<file path="config.mk">
export PLATFORM = sky130hd
export DESIGN_NAME = mem_access_unit
export DESIGN_NICKNAME = d
export VERILOG_FILES = /design/src/rtl/pipeline_pkg.sv /design/src/rtl/mem_access_unit.sv
export SDC_FILE = /design/constraint.sdc
export NUM_CORES = 1
export LEC_CHECK = 0
export ABC_AREA = 1
export CORE_AREA = 2 2 186 188
export CTS_BUF_LIST = sky130_fd_sc_hd__clkbuf_8
export CTS_CLUSTER_SIZE = 10
export DETAILED_ROUTE_END_ITERATION = 16
export DIE_AREA = 0 0 188 190
export GPL_ROUTABILITY_DRIVEN = 0
export GPL_TIMING_DRIVEN = 1
export SLEW_MARGIN = 25
export SYNTH_ARGS = -nofsm -noshare
export SYNTH_HDL_FRONTEND = slang
export SYNTH_SLANG_ARGS = --single-unit
export TNS_END_PERCENT = 5
</file>
<file path="constraint.sdc">
create_clock -name clk -period 2.2 [get_ports clk]
set_input_delay 0.44 -clock clk [delete_from_list [all_inputs] [get_ports clk]]
set_output_delay 0.44 -clock clk [all_outputs]
set_load 0.03 [all_outputs]
</file>
<file path="src/rtl/pipeline_pkg.sv">
// +----------------------------------------------------------------------------+
// | pipeline_pkg : shared control-field types and FSM encoding for MEM stage   |
// | Revision     : 1.0 - initial release                                       |
// +----------------------------------------------------------------------------+
`default_nettype none

package pipeline_pkg;

    localparam int MEM_CTRL_W = 2;
    localparam int WB_CTRL_W  = 2;

    typedef struct packed {
        logic mem_read;
        logic mem_write;
    } mem_ctrl_t;

    typedef struct packed {
        logic reg_write;
        logic mem_to_reg;
    } wb_ctrl_t;

    typedef enum logic [1:0] {
        IDLE = 2'd0,
        REQ  = 2'd1,
        WAIT = 2'd2
    } mau_state_t;

endpackage

`default_nettype wire

</file>
<file path="src/rtl/mem_access_unit.sv">
// +----------------------------------------------------------------------------+
// | mem_access_unit : MEM-stage controller, issues data-memory accesses and    |
// |                   stalls upstream while one is outstanding                 |
// | Revision        : 1.0 - initial release                                    |
// +----------------------------------------------------------------------------+
`default_nettype none

module mem_access_unit
    import pipeline_pkg::*;
#(
    parameter int DATA_WIDTH   = 64,
    parameter int REG_ID_WIDTH = 5
) (
    input  logic                    clk,
    input  logic                    reset,
    input  logic                    valid_in,
    input  logic [DATA_WIDTH-1:0]   alu_res_in,
    input  logic [DATA_WIDTH-1:0]   write_data_in,
    input  logic [MEM_CTRL_W-1:0]   mem_control_in,
    input  logic [WB_CTRL_W-1:0]    wb_control_in,
    input  logic [REG_ID_WIDTH-1:0] dest_in,
    output logic                    stall,
    output logic                    dmem_req_valid,
    input  logic                    dmem_req_ready,
    output logic                    dmem_req_write,
    output logic [DATA_WIDTH-1:0]   dmem_req_addr,
    output logic [DATA_WIDTH-1:0]   dmem_req_wdata,
    input  logic                    dmem_resp_valid,
    input  logic [DATA_WIDTH-1:0]   dmem_resp_data,
    output logic                    valid_out,
    output logic [DATA_WIDTH-1:0]   mem_data_out,
    output logic [DATA_WIDTH-1:0]   alu_res_out,
    output logic [REG_ID_WIDTH-1:0] dest_out,
    output logic [WB_CTRL_W-1:0]    wb_control_out,
    output logic                    ctrl_err
);

    mau_state_t              r_state;
    mau_state_t              w_state_next;
    logic [DATA_WIDTH-1:0]   r_addr;
    logic [DATA_WIDTH-1:0]   r_wdata;
    logic                    r_write;
    logic [REG_ID_WIDTH-1:0] r_dest;
    logic [WB_CTRL_W-1:0]    r_wb;

    mem_ctrl_t               w_mc;
    logic                    w_is_mem;
    logic                    w_finish;

    assign w_mc     = mem_ctrl_t'(mem_control_in);
    assign w_is_mem = valid_in && (w_mc.mem_read ^ w_mc.mem_write);

    assign dmem_req_valid = (r_state == REQ);
    assign dmem_req_write = r_write;
    assign dmem_req_addr  = r_addr;
    assign dmem_req_wdata = r_wdata;

    always_comb begin
        w_state_next = r_state;
        stall        = 1'b0;
        w_finish     = 1'b0;
        case (r_state)
            IDLE: begin
                stall = w_is_mem;
                if (w_is_mem) begin
                    w_state_next = REQ;
                end
            end
            REQ: begin
                // A response coincident with the handshake completes the access at once
                stall = !(dmem_req_ready && dmem_resp_valid);
                if (dmem_req_ready) begin
                    w_finish     = dmem_resp_valid;
                    w_state_next = dmem_resp_valid ? IDLE : WAIT;
                end
            end
            WAIT: begin
                stall    = !dmem_resp_valid;
                w_finish = dmem_resp_valid;
                if (dmem_resp_valid) begin
                    w_state_next = IDLE;
                end
            end
            default: begin
                w_state_next = IDLE;
            end
        endcase
    end

    always_ff @(posedge clk) begin
        if (!reset) begin
            r_state        <= IDLE;
            r_addr         <= '0;
            r_wdata        <= '0;
            r_write        <= 1'b0;
            r_dest         <= '0;
            r_wb           <= '0;
            valid_out      <= 1'b0;
            mem_data_out   <= '0;
            alu_res_out    <= '0;
            dest_out       <= '0;
            wb_control_out <= '0;
            ctrl_err       <= 1'b0;
        end else begin
            r_state   <= w_state_next;
            valid_out <= 1'b0;
            ctrl_err  <= 1'b0;
            if (r_state == IDLE && valid_in) begin
                if (w_is_mem) begin
                    r_addr  <= alu_res_in;
                    r_wdata <= write_data_in;
                    r_write <= w_mc.mem_write;
                    r_dest  <= dest_in;
                    r_wb    <= wb_control_in;
                end else begin
                    // Covers both plain ALU ops and the illegal read+write encoding
                    valid_out      <= 1'b1;
                    alu_res_out    <= alu_res_in;
                    dest_out       <= dest_in;
                    wb_control_out <= wb_control_in;
                    mem_data_out   <= '0;
                    ctrl_err       <= w_mc.mem_read && w_mc.mem_write;
                end
            end
            if (w_finish) begin
                valid_out      <= 1'b1;
                alu_res_out    <= r_addr;
                dest_out       <= r_dest;
                wb_control_out <= r_wb;
                mem_data_out   <= r_write ? '0 : dmem_resp_data;
            end
        end
    end

endmodule

`default_nettype wire

</file>
==> impl_metrics.ini, run 1 <==
[pwr]
ir_worst_vdd_mv = 0.521
p_leak_nw = 6.61
powerDensity_mw_per_mm2 = 1070

[cts]
cts_buffer_depth = 3
cts_tree = yes
ctsHoldBuffers = 0
clock_latency_ns = 0.58
root_buffer = clkbuf_8
htreeDepth = 2
cts.sinks = 275
cts_buffers = 48
cts_setup_buffers = 0
clkTransAtPathRegs_ns = 0.06

[yosys]
yosysTopAreaCell = dfxtp_1
synth-seq-cells = 275
synth.avg_cell_area_sq_um = 7.53
syn_nets = 1660
syn_area_sq_mm = 0.0109
synth_cells = 1448
ys_types = 22
synth_top_cells_by_area = dfxtp_1, a21oi_1, o21ai_0
seq_area_frac_synth_pct = 50.5
yosysTopAreaCellShare_pct = 50.5
yosysWarnings = 0

[timing]
setup_viol = 0
period_share_pct = 96.6
layout_min_cycle_time_ns = 2.13
worst_slew_pin_slew_ns = 0.518
clock.fmax_mhz = 470
fin_skew_ns = 0.0176
relSlewSlack_pct = 65.5
final_hold_viol_count = 0
slew_viol_final = 0
finalWorstSetupSlack_ns = 0.0742

[placement]
port_buffers = 473
hpwlAfterDp_mm = 28.3
placed_area_sq_mm = 0.0164
place_ws_ns = -0.122

[floorplanning]
die_w_um = 188
ios = 474
start_util_pct = 32.1
die_h_um = 190
num_rows = 68
coreArea_sq_mm = 0.0339
die-area_sq_mm = 0.0357

[route]
wl_per_cell_um = 16.6
firstDrtPassIters = 5
finalWirelength_mm = 39.8
ant_nets = 0
via_per_inst = 4.72
drc_errors = 0
drtIter0Drc = 477
dr_total_vias = 11300

[worst_setup_path]
path_max_fanout = 3
critPathLaunchType = primary input
critical_path_class = primary input to output pin
worstReg2RegEnd = dest_out[2]
crit_arrival_ns = 1.69
reg2reg_depth = 10
cp-end-kind = output pin
reg2reg_from = r_state[0]
cp_data_required_time_ns = 1.76
reg2reg_slack_ns = 0.34

[outcome]
status = finished, final reports clean

[min_path]
hp-class = primary input to flop
hold_depth = 3
min_to = dmem_req_addr[35]
min_from = reset

[layout]
syn2layout_area_growth_pct = 58.6
nets = 2112
n_fill_cell = 3257
drive_gt1_share_pct = 6.67
layout_commonest_cell = clkdlybuf4s50_1
design_area_sq_mm = 0.0173
final_cell_mix = clkdlybuf4s50_1, dfxtp_1, a21oi_1
final_core_utilization_pct = 51.0

[global_route]
grt_pass1_wl_mm = 60.9
grt-ovfl-total = 0
grt_pass1_vias = 11000
grt_start_max_net_pins = 81
antenna_found_initial = 3
track_usage_pct = 21.5

[flow_run]
cap_violations = 0
==> cells by family (layout without fill, tap and decap cells) <==
group                      count (synthesis)  after routing  share of synthesized area (%)
DFF                                      275            275                           50.5
AOI/OAI and AO/OA                        459            459                           21.1
adders and majority gates                  6              6                          0.688
other                                      0              3                              0
and+or+nand+nor                          388            388                           16.2
buffers and inverters                    320            805                           11.6
==> routing by layer <==
layer,up-vias,wire [um],global-route usage [%]
met5,-,0,0
met4,0,1520,9.57
met3,81,3820,8.14
met2,437,18700,36.2
met1,5117,15700,24.2
li1,5652,-,-
==> critical path: stages <==
cell and delay (ns):
clkdlybuf4s50_1 0.47, ha_4 0.33, nand3_4 0.09, nand3_1 0.10, nand2_1 0.05, inv_1 0.06, buf_4 0.15
==> how the worst max path moves through the flow <==
stage / from / to / slack (ns) / depth (start not counted)
floorplan: mem_control_in[0] / stall / 0.20 / 7
global placement: mem_control_in[0] / dest_out[3] / -0.08 / 11
global route: r_state[1] / stall / -0.02 / 7
finish: mem_control_in[0] / stall / 0.07 / 7
CTS: r_state[1] / stall / -0.05 / 7
detailed placement: mem_control_in[0] / alu_res_out[42] / -0.12 / 9
==> power breakdown <==
part	switching (mW)	internal, mW	leakage, nW
Clock	2.09	2.33	0.534
Sequential	0.515	5.91	2.25
Combinational	4.70	2.99	3.83
==> cells in the mapped netlist <==
cell type  number
nor2_1          5
nand3_2         1
nor2_8          2
nand3_1       193
dfxtp_1       275
nand2_4         1
inv_1         200
inv_2           1
buf_6           1
nand4_1         1
nand2_8         1
clkbuf_1       75
buf_4           3
inv_4           2
nand2_2         1
nand2_1       183
buf_2          34
o21ai_0       195
o21ai_1        12
a21oi_1       252
ha_1            6
buf_1           4
==> flip-flops by register name (all words and copies together) (netlist names), 5 cells and up <==
name and count:
alu_res_out 64, dmem_req_addr 64, dmem_req_wdata 64, mem_data_out 64
dest_out 5, r_dest 5
==> area by class of cell <==
type	count	area, sq um	area share [%]
sequential	275	5510	31.9
timing repair buffer	519	5360	31.0
multi-input combinational	853	4190	24.2
clock buffer	57	785	4.53
inverter	203	769	4.45
tap	455	569	3.29
clock inverter	26	109	0.629
antenna	3	7.51	0.0434
==> per-stage QoR <==
stage | std cells | setup TNS, ns | hold slack (ns) | power, mW
floorplan | 1448 | 0 | 0.424 | 10.7
global placement | 2305 | -1.81 | 0.431 | 14.1
detailed placement | 2305 | -5.53 | 0.434 | 14.2
CTS | 2388 | -0.0487 | 0.220 | 18.7
global route | 2389 | -0.0174 | 0.260 | 19.6
finish | 2391 | 0 | 0.255 | 18.5
==> repair_timing <==
item | 4_1_cts | 5_1_grt
endpoints found under the setup margin | 4 | 4
resized for setup | 4 | 12
hold endpoints to repair | 0 | 0
pin swaps | 0 | 0
Power figures use the tool's default switching activity.
==> run 2: changes to the inputs <==
--- a/config.mk
+++ b/config.mk
@@ -6,13 +6,15 @@
 export NUM_CORES = 1
 export LEC_CHECK = 0
 export ABC_AREA = 1
-export CORE_AREA = 2 2 186 188
+export CAP_MARGIN = 20
+export CORE_AREA = 10 10 174 176
 export CTS_BUF_LIST = sky130_fd_sc_hd__clkbuf_8
 export CTS_CLUSTER_SIZE = 10
 export DETAILED_ROUTE_END_ITERATION = 16
-export DIE_AREA = 0 0 188 190
+export DIE_AREA = 0 0 184 186
 export GPL_ROUTABILITY_DRIVEN = 0
 export GPL_TIMING_DRIVEN = 1
+export PLACE_DENSITY = 0.78
 export SLEW_MARGIN = 25
 export SYNTH_ARGS = -nofsm -noshare
 export SYNTH_HDL_FRONTEND = slang
==> run 2 against run 1 <==
Effect of this change:
- worst setup slack better by 0.0017 ns
- wire length up 6.0%
- first-iteration DRC count grew 74%
- sequential power hardly changed
- hold slack better by 0.014 ns
==> impl_metrics.ini, run 2 (same netlist as run 1, synthesis figures left out) <==
[worst_setup_path]
crit_family = buffers and inverters
crit_arrival_ns = 1.68
path_max_fanout = 2
crit_chain = clkdlybuf4s50_1
slowest_delay_ns = 0.79
critical_path_class = flop to output pin
cp-end-kind = output pin
critPathLaunchType = flop
critical-path-slowest-cell = clkdlybuf4s50_1
cp_data_required_time_ns = 1.76
path_buf_inv = 1

[route]
drc_errors = 0
firstDrtPassIters = 6
dr_total_vias = 11500
ant_nets = 0
wl_per_cell_um = 18.6
finalWirelength_mm = 42.2
via_per_inst = 5.07
drtIter0Drc = 831

[timing]
slew_viol_final = 0
final_hold_viol_count = 0
layout_min_cycle_time_ns = 2.12
setup_tns_ns = 0
relSlewSlack_pct = 50.4
clock.fmax_mhz = 471
worst_slew_pin_slew_ns = 0.745
fin_skew_ns = 0.0111
period_share_pct = 96.6
setup_viol = 0

[layout]
layout_commonest_cell = clkdlybuf4s50_1
final_cell_mix = clkdlybuf4s50_1, dfxtp_1, a21oi_1
n_fill_cell = 2249
nets = 2111
drive_gt1_share_pct = 6.69
syn2layout_area_growth_pct = 56.5
design_area_sq_mm = 0.0171

[floorplanning]
die-area_sq_mm = 0.0342
start_util_pct = 40.8
die_w_um = 184
die_h_um = 186
num_rows = 60
coreArea_sq_mm = 0.0267
ios = 474

[cts]
cts_buffers = 48
cts.sinks = 275
cts_tree = yes
htreeDepth = 2
cts_buffer_depth = 3
cts_setup_buffers = 0
root_buffer = clkbuf_8
clkTransAtPathRegs_ns = 0.05
clock_latency_ns = 0.55

[global_route]
grt_start_max_net_pins = 97
antenna_found_initial = 4
grt_use_met2_pct = 40.2
grt-ovfl-total = 0
track_usage_pct = 23.3
grt_pass1_vias = 11500
grt_use_met3_pct = 9.30
use_met1_pct = 24.9
top_usage_layer = met2
grt_pass1_wl_mm = 64.2

[placement]
port_buffers = 473
hpwlAfterDp_mm = 30.5
placed_area_sq_mm = 0.0161

[flow_run]
cap_violations = 0

[pwr]
powerDensity_mw_per_mm2 = 1090
ir_worst_vdd_mv = 0.856
total_power_mw = 18.5
p_leak_nw = 6.54

[min_path]
hp-class = primary input to flop

[outcome]
status = finished, final reports clean
-- run 2: changes by cell type in the layout (fill, tap and decap cells not counted), sizes merged --
cell / change
inv: -5
buf: -2
bufinv: +1
clkinv: +1
dlygate4sd2: +1
-- run 2: per-stage QoR --
stage                     setup slack [ns]  instances  hold WS, ns  utilization (%)
after floorplan                      0.196       1448        0.424                -
after global placement             -0.0339       2190        0.431             60.3
after detailed placement           -0.0810       2190        0.434             60.3
after CTS                          -0.0334       2270        0.230             63.8
after global routing               -0.0122       2273        0.254             63.9
final                               0.0759       2273        0.269             63.9
-- run 2: where the power goes --
part / switching (mW) / total (mW) / internal, mW
registers: 0.502 / 6.41 / 5.91
logic: 4.75 / 7.66 / 2.91
clock network: 2.03 / 4.47 / 2.44
-- run 2: path summary, 6_finish.rpt --
check / from / to / slack [ns] / cells past startpoint
setup / recovery: mem_data_out[62] / mem_data_out[62] / 0.08 / 1
hold / removal: reset / valid_out / 0.27 / 3
setup reg to reg: r_state[1] / mem_data_out[58] / 0.36 / 9
hold reg to reg: dmem_req_wdata[35] / dmem_req_wdata[35] / 0.44 / 2
-- run 2: final cells by class --
cell class	count	area [sq um]	area share (%)
well taps	341	427	2.50
multi-input cells	853	4190	24.5
clock inverters	23	125	0.733
clock buffers	57	785	4.59
inverters	203	769	4.51
diodes	3	7.51	0.0440
flip-flops and latches	275	5510	32.3
repair buffers	518	5270	30.8
-- run 2: repair_timing --
item                       in CTS  in global routing
hold buffers                    0                  0
resized for setup               6                 10
pin swaps                       1                  0
hold endpoints to repair        0                  0
setup endpoints to repair       5                  2
-- run 2: layer usage --
layer | up-vias | share of wire (%)
met5 | - | 0.031
met4 | 2 | 3.4
met1 | 5287 | 37
met2 | 506 | 49
met3 | 94 | 11
li1 | 5639 | -
-- run 2: worst register-to-register path, delay by kind of cell, from the launching register on --
family / cells / cell delay (ns)
AND/OR/NAND/NOR: 4 / 0.50
AO/OA/AOI/OAI: 1 / 0.18
adder cells (fa/ha/maj): 1 / 0.22
buffers and inverters: 3 / 0.51
flip-flops: 1 / 0.35
